File: config.mk
export PLATFORM = sky130hd
export DESIGN_NAME = shift_sequencer
export DESIGN_NICKNAME = d
export VERILOG_FILES = /design/src/rtl/shift_sequencer.sv
export SDC_FILE = /design/constraint.sdc
export NUM_CORES = 1
export LEC_CHECK = 0
export ABC_AREA = 1
export CAP_MARGIN = 15
export CORE_MARGIN = 5
export CORE_UTILIZATION = 48
export CTS_CLUSTER_SIZE = 24
export DETAILED_ROUTE_END_ITERATION = 12
export GPL_ROUTABILITY_DRIVEN = 1
export HOLD_SLACK_MARGIN = 0.05
export PLACE_DENSITY = 0.91
export SLEW_MARGIN = 10
export SYNTH_ARGS = -nofsm -noshare
export SYNTH_HDL_FRONTEND = slang
export SYNTH_SLANG_ARGS = --single-unit
File: constraint.sdc
create_clock -name i_clk -period 1.7 [get_ports i_clk]
set_input_delay 0.34 -clock i_clk [delete_from_list [all_inputs] [get_ports i_clk]]
set_output_delay 0.34 -clock i_clk [all_outputs]
set_load 0.01 [all_outputs]
File: src/rtl/shift_sequencer.sv
// shift_sequencer: multi-cycle arithmetic right shifter.
// The shift amount is encoded as n = ~i_arg_B read as a signed BITS-bit value.
// A negative n gives an error, n > BITS gives an overflow, and 0 <= n <= BITS
// shifts i_arg_A right arithmetically by n bits.
// Optional macro SHIFT_SEQUENCER_STEP4_EN: shift up to 4 bits per SHIFT cycle
// instead of 1. Results and flags do not change, only the SHIFT-phase latency.
//
// Handshake: i_start acts as "valid" and !o_busy acts as "ready". A request
// is accepted on a rising edge where i_start=1 and the block is IDLE. Operands
// are sampled only on that edge. A request made while busy (including DONE)
// is dropped, not queued. o_done pulses for one cycle when the results update.
// Results and flags then hold until the next o_done. The flags are cleared
// when the next request is accepted.
module shift_sequencer #(
    parameter int BITS = 32
) (
    input  logic            i_clk,
    input  logic            i_rst_n,
    input  logic            i_start,
    input  logic [BITS-1:0] i_arg_A,
    input  logic [BITS-1:0] i_arg_B,
    output logic            o_busy,
    output logic            o_done,
    output logic [BITS-1:0] o_result,
    output logic            o_error,
    output logic            o_overflow,
    output logic [1:0]      o_state
);

    // Counter must hold values 0..BITS inclusive.
    localparam int CW = $clog2(BITS) + 1;
    localparam logic [BITS-1:0] BITS_VAL = BITS'(BITS);

    typedef enum logic [1:0] {
        IDLE  = 2'd0,
        SHIFT = 2'd1,
        DONE  = 2'd2
    } state_t;

    state_t          state;
    state_t          state_nxt;
    logic            accept;
    logic [BITS-1:0] work;
    logic [CW-1:0]   cnt;
    logic [CW-1:0]   step;
    logic            pend_err;
    logic            pend_ovf;
    logic [BITS-1:0] n_dec;
    logic            n_neg;
    logic            n_big;

    // Decode the shift amount from the raw operand.
    assign n_dec = ~i_arg_B;
    assign n_neg = n_dec[BITS-1];
    assign n_big = !n_neg && (n_dec > BITS_VAL);

    assign o_state = state;

    // Bits consumed per SHIFT cycle.
`ifdef SHIFT_SEQUENCER_STEP4_EN
    assign step = (cnt > CW'(4)) ? CW'(4) : cnt;
`else
    assign step = CW'(1);
`endif

    // State register.
    always_ff @(posedge i_clk or negedge i_rst_n) begin
        if (!i_rst_n) begin
            state <= IDLE;
        end else begin
            state <= state_nxt;
        end
    end

    // Next-state logic and status outputs.
    // Immediate cases (error, overflow, n == 0) enter SHIFT with a zero count.
    // They spend one cycle there, so every case has a latency of 1 + shift
    // cycles.
    always_comb begin
        state_nxt = state;
        accept    = 1'b0;
        o_busy    = 1'b1;
        o_done    = 1'b0;
        case (state)
            IDLE: begin
                o_busy = 1'b0;
                if (i_start) begin
                    accept    = 1'b1;
                    state_nxt = SHIFT;
                end
            end
            SHIFT: begin
                if (cnt == '0) begin
                    state_nxt = DONE;
                end
            end
            DONE: begin
                o_done    = 1'b1;
                state_nxt = IDLE;
            end
            default: begin
                state_nxt = IDLE;
            end
        endcase
    end

    // Datapath: capture on accept, shift while counting, publish on DONE entry.
    always_ff @(posedge i_clk or negedge i_rst_n) begin
        if (!i_rst_n) begin
            work       <= '0;
            cnt        <= '0;
            pend_err   <= 1'b0;
            pend_ovf   <= 1'b0;
            o_result   <= '0;
            o_error    <= 1'b0;
            o_overflow <= 1'b0;
        end else if (accept) begin
            work       <= i_arg_A;
            pend_err   <= n_neg;
            pend_ovf   <= n_big;
            cnt        <= (n_neg || n_big) ? '0 : n_dec[CW-1:0];
            o_error    <= 1'b0;
            o_overflow <= 1'b0;
        end else if (state == SHIFT) begin
            if (cnt != '0) begin
                work <= $signed(work) >>> step;
                cnt  <= cnt - step;
            end else begin
                o_result   <= (pend_err || pend_ovf) ? '0 : work;
                o_error    <= pend_err;
                o_overflow <= pend_ovf;
            end
        end
    end

endmodule

==> results of run 1 <==
[worst max-delay path by stage]
stage | start | endpoint | slack, ns
2_1_floorplan | cnt[0] | o_result[0] | 0.30
3_3_place_gp | i_arg_B[9] | cnt[1] | -0.02
3_5_place_dp | i_arg_B[28] | cnt[0] | -0.11
4_1_cts | o_state[1] | o_state[1] | 0.05
5_1_grt | o_state[1] | o_state[1] | 0.002
6_report | o_state[1] | o_state[1] | 0.06
[synthesized netlist by cell type, drive strengths merged]
library cell / count
xor2: 2
o21ai: 6
nor2: 30
buf: 16
dfrtp: 76
o31ai: 2
nand2: 167
a21oi: 5
o22ai: 1
or2: 2
nand4: 2
o211ai: 3
clkbuf: 5
o221ai: 6
nand3: 87
clkinv: 1
nand3b: 1
ha: 2
inv: 28
[what timing repair did]
| item | in CTS | in global routing |
|---|---|---|
| hold buffers | 1 | 0 |
| pin swaps | 0 | 1 |
| hold endpoints to repair | 25 | 0 |
| resized for setup | 2 | 1 |
| endpoints found under the setup margin | 2 | 19 |
| buffers inserted | 1 | 3 |
[logic make-up after synthesis]
logic type | after synthesis | synth area share, %
xor gates and xnor gates | 2 | 0.477
buffers and inverters | 50 | 7.76
and+or+nand+nor | 289 | 34.8
adders and majority gates | 2 | 0.681
DFF | 76 | 51.8
AOI/OAI and AO/OA | 23 | 4.53
[through the flow]
stage | util, % | setup WS [ns] | power, uW
after floorplan | - | 0.305 | 4920
after global placement | 63.6 | -0.0237 | 5930
after detailed placement | 63.6 | -0.106 | 6080
after CTS | 66.2 | 0.0496 | 7400
after global routing | 66.5 | 0.00163 | 7920
final | 66.5 | 0.0558 | 7390
[cell usage in the layout, fill, tap and decap left out, drive strengths merged]
| cell | Yosys | final |
|---|---|---|
| dfrtp | 76 | 76 |
| o22ai | 1 | 1 |
| dlygate4sd2 | 0 | 2 |
| clkdlybuf4s50 | 0 | 101 |
| a21oi | 5 | 5 |
| or2 | 2 | 2 |
| nand3 | 87 | 87 |
| nand2 | 167 | 167 |
| bufinv | 0 | 1 |
| o211ai | 3 | 3 |
| clkbuf | 5 | 10 |
| o21ai | 6 | 6 |
| o221ai | 6 | 6 |
| clkinv | 1 | 5 |
| nand4 | 2 | 2 |
| o31ai | 2 | 2 |
| dlygate4sd3 | 0 | 1 |
| buf | 16 | 20 |
| nand3b | 1 | 1 |
| xor2 | 2 | 2 |
| nor2 | 30 | 30 |
| inv | 28 | 28 |
| ha | 2 | 2 |
[per-layer routing]
metal  up-vias  wire [um]
met5         -          0
met1      1672       3930
met2       155       4730
met3        13        870
met4         0        133
li1       1651          -
[layout make-up]
type                    count  area (um^2)  area share (%)
clock buffers              10          128            2.52
clock inverters             5         53.8            1.06
inverters                  29          120            2.37
multi-input cells         316         1490            29.5
flip-flops and latches     76         1900            37.6
well taps                 102          128            2.52
repair buffers            124         1240            24.5
[power groups by stage]
stage	clock network (uW)	logic [uW]	registers [uW]
final	1310	3200	2890
after CTS	1320	3200	2880
after global routing	1400	3540	2970
after global placement	0	3060	2870
after detailed placement	0	3170	2910
after floorplan	0	2020	2890
[sequential cells by signal, summed over array words and instances, names as in the netlist]
register	cells
o_overflow	1
o_result	32
cnt	6
pend_err	1
o_state	2
o_error	1
work	32
pend_ovf	1
==> metrics.txt, run 1 <==
CTS Root Cell=clkbuf_8; Final setup viols=0; max-slew violations=0; Starting Density=between 40 and 50%; port bufs=104; width of the die=97.5 um; boundary pin count=approximately 110; Switching Fraction=roughly 39%; CP max stage cell=clkdlybuf4s50_1; 1st-pass router iterations=4; drt wl/cell=~15 um; antenna violations before repair=0; status=completed; TritonCTS clock tree=done; skew final=about 0.0080 ns; clock tree buffer depth=2; count of final hold-check violations=0; max_cap viols=0; Max Clk Rate=between 600 and 700 MHz; Crit path depth=1; GRT Overall Usage=a little over a fifth; total CTS buffers=9; P_sw=just under 3000 uW; worst-margin pin slew=0.359 ns; CP Capture Type=primary output; fill count=about 650; grt met1 use=around a quarter; ant diodes=0; Worst EP arrival=1.30 ns; Global Route met3 Usage=6.25%; area grow syn2layout=37.7%; syn_nets=511; Startpoint Class=flip-flop; Remaining Overflow, GRT=0; leading area contributor after synthesis=dfrtp_1; routed vias/inst=5.27; Area contributors post-synth=dfrtp_1 (52%), nand2_1 (17%), nand3_1 (12%); DRC errors left=0; RD Place Congestion=0.801; Mapped Area=~3700 um^2; RSZ-0062 raised after global routing=no; required time worst endpoint=between 1 and 1.5 ns; Vias=between 3000 and 4000; #FFs+latches synth=76; library cells used by synthesis=34; Die ar.=~9500 um^2; setup TNS=0 ns; global routing's busiest layer=met2; initial drt markers=221; top cell type's share of synthesized area=just over 50%; slew margin rel.=around 76%; Synthesis Warnings=0; fin crit share=between 90% and 100%; pin count of the biggest net entering global routing=37; Placeable Area=approximately 7600 um^2; FF-to-FF Start=cnt[0]; Synth Area per Inst=between 8 and 9 um^2; RR Endpoint=o_error; CTS Sinks=76; CP delay by family, top=buffers and inverters; grt met2 use=34.2%; crit path cell chain=clkdlybuf4s50_1; critical path type=flip-flop to primary output; Post-Route WL=approximately 9700 um; reg2reg setup slack=0.13 ns; Hold WS=about 0.45 ns; insertion delay to the later sink of the worst-skew pair=~0.35 ns; Gate power share=43.3%; sequential power share=about two fifths; dpl cell area=just under 5000 um^2; post-route minimum period=~1.6 ns; share of cells above drive strength 1=between 9 and 10%; Antenna Nets Post-Route=0; worst r2r path cells=7; first-pass GRT wire length=16300 um; Cells after Synth=around 440; Finished Cell Area=5060 um^2; register area share after synthesis=about half; CP Max Fanout=3; Site Rows=32; dpl hpwl=between 7000 and 8000 um; WP buf/inv=1; Cell Pwr Density=approximately 1500 nW/um^2; htree depth=3; die height=slightly below 100 um; Crit path largest cell delay=between 0.5 and 0.6 ns; Internal Power=4510 uW; clock slew at reported path FFs=~0.080 ns; Inst Count DP=~640; fin cells=~660; leak pwr=0.00244 uW; Hold WC Path Type=input pin to asynchronous set/reset pin; Clock Power Share=about 18%; Max IR drop VDD=roughly 0.0012 V; number of global-route vias before repair=approximately 3500; fin nets=between 600 and 700
Note: power is estimated with default switching activity, not from simulation.
==> inputs of run 2 (changes only) <==
Settings changed: CORE_MARGIN 5 to 2, CORE_UTILIZATION 48 to 51, PLACE_DENSITY 0.91 to 0.95.
Clock period 1.7 ns to 1.9 ns, I/O delays scaled along.
==> run 2 against run 1 <==
Against the previous run: clock-buffer cell count rose by 2; flip-flop and latch count did not move; cell area fell by 0.96%; clock skew rose by 0.0082 ns; first-iteration DRC count is 12% higher; critical path depth increased by 2; global-route usage is 3.8 points higher; die area down 17%; non-clock buffer count shrank 11; critical path type unchanged; critical endpoint is now o_busy; largest power group unchanged.
==> metrics.txt, run 2 (synthesis results as in run 1) <==
Antenna Nets Post-Route=0; sequential power share=between 30 and 40%; drt wl/cell=around 15 um; RSZ-0062 raised after global routing=no; most common cell after layout, fill and taps aside=nand2_1; Vias=around 3500; required time worst endpoint=about 1.5 ns; critical path type=flip-flop to primary output; setup TNS=0 ns; Max Clk Rate=approximately 560 MHz; insertion delay to the later sink of the worst-skew pair=between 0.3 and 0.4 ns; ant diodes=0; Remaining Overflow, GRT=0; reg2reg setup slack=around 0.17 ns; area of the multi-input gates=between 1000 and 1500 um^2; CP Max Fanout=3; width of the die=88.9 um; area grow syn2layout=36.4%; fin nets=about 620; Placeable Area=~6900 um^2; 1st-pass router iterations=6; FF+latch area=1900 um^2; RR Endpoint=cnt[1]; number of global-route vias before repair=about 3300; Top Registers=o_result (32), work (32), cnt (6); pin count of the biggest net entering global routing=roughly 40; initial drt markers=roughly 250; Die ar.=about 8000 um^2; FF-to-FF Start=cnt[0]; Final setup viols=0; leak pwr=about 0.0024 uW; max-slew violations=0; Hold WC Path Type=flip-flop to flip-flop; htree depth=3; Post-Route WL=around 9500 um; Starting Density=between 50% and 60%; Site Rows=30; clock tree buffer depth=2; TritonCTS clock tree=done; Max IR drop VDD=approximately 0.0008 V; status=completed; Worst EP arrival=around 1.4 ns; Hold Path End=o_result[1]; share of cells above drive strength 1=just under 8%; Startpoint Class=flip-flop; boundary pin count=roughly 110; CTS Root Cell=clkbuf_8; routed vias/inst=roughly 5.4; Switching Fraction=39.7%; Hold Path Stages=2; clock slew at reported path FFs=roughly 0.08 ns; post-route minimum period=approximately 1.8 ns; count of final hold-check violations=0; Hold Startpoint=o_result[1]; first-pass GRT wire length=15000 um; slew margin rel.=66.1%; P_sw=around 2700 uW; most frequent cells in the layout=nand2_1 (164), clkdlybuf4s50_1 (102), nand3_1 (86), dfrtp_1 (76), nor2_1 (26); port bufs=104; antenna violations before repair=0; CTS Sinks=76; Gate power share=42.2%; worst r2r path cells=8; dpl hpwl=between 6000 and 7000 um; fin crit share=between 90% and 100%; max_cap viols=0; skew final=0.0162 ns; Clock Power Share=between 10% and 20%; total CTS buffers=9; GRT Overall Usage=between 20% and 30%; DRC errors left=0; Internal Power=just over 4000 uW; fill count=a little over 500; Cell Pwr Density=around 1300 nW/um^2; RD Place Congestion=0.795; CP Capture Type=primary output; worst-margin pin slew=around 0.51 ns; Hold WS=approximately 0.48 ns; die height=88.9 um
run 2: worst max-delay path by stage:
stage | start | end | cells after the start
CTS | cnt[0] | work[18] | 7
floorplan | cnt[0] | o_result[0] | 8
global placement | i_arg_B[29] | cnt[0] | 9
finish | o_state[1] | o_busy | 3
detailed placement | cnt[0] | work[18] | 7
global route | cnt[0] | cnt[1] | 8
run 2: layout make-up:
| type | instances | area share (%) |
|---|---|---|
| tap | 96 | 2.40 |
| clock inverter | 3 | 0.899 |
| sequential | 76 | 38.0 |
| multi-input combinational | 316 | 29.9 |
| clock buffer | 12 | 3.30 |
| timing repair inverter | 1 | 0.150 |
| inverter | 29 | 2.47 |
| timing repair buffer | 113 | 22.9 |
run 2: critical path, stage by stage, from the launching register on:
cell and delay [ns]:
dfrtp_1 0.41, inv_2 0.08, nand2_1 0.06, clkdlybuf4s50_1 0.53
run 2: stage by stage:
stage	utilization [%]	instances	setup slack (ns)	power (uW)	area [um^2]
floorplan	-	442	0.505	4400	3670
global placement	69.1	628	0.0942	5090	4750
detailed placement	69.1	628	0.00613	5250	4750
CTS	72.3	644	0.00389	6550	4970
global route	73.0	646	0.0125	7140	5010
finish	73.0	646	0.0984	6730	5010
run 2: repair_timing:
action | 4_1_cts | 5_1_grt
endpoints found under the hold margin | 36 | 0
buffers inserted | 0 | 1
hold buffers | 1 | 0
setup endpoints to repair | 0 | 25
resized for setup | 0 | 5
run 2: routing by layer:
layer | vias up | global-route usage, % | wire, um
li1 | 1639 | - | -
met4 | 0 | 7.44 | 190
met3 | 22 | 6.81 | 902
met1 | 1657 | 31.5 | 3850
met2 | 189 | 41.0 | 4580
met5 | - | 0 | 0
run 2: power groups by stage:
stage	registers, uW	logic [uW]	clock network (uW)
4_1_cts	2580	2670	1290
3_3_place_gp	2580	2500	0
6_report	2600	2840	1290
2_1_floorplan	2590	1810	0
5_1_grt	2660	3130	1350
3_5_place_dp	2610	2640	0
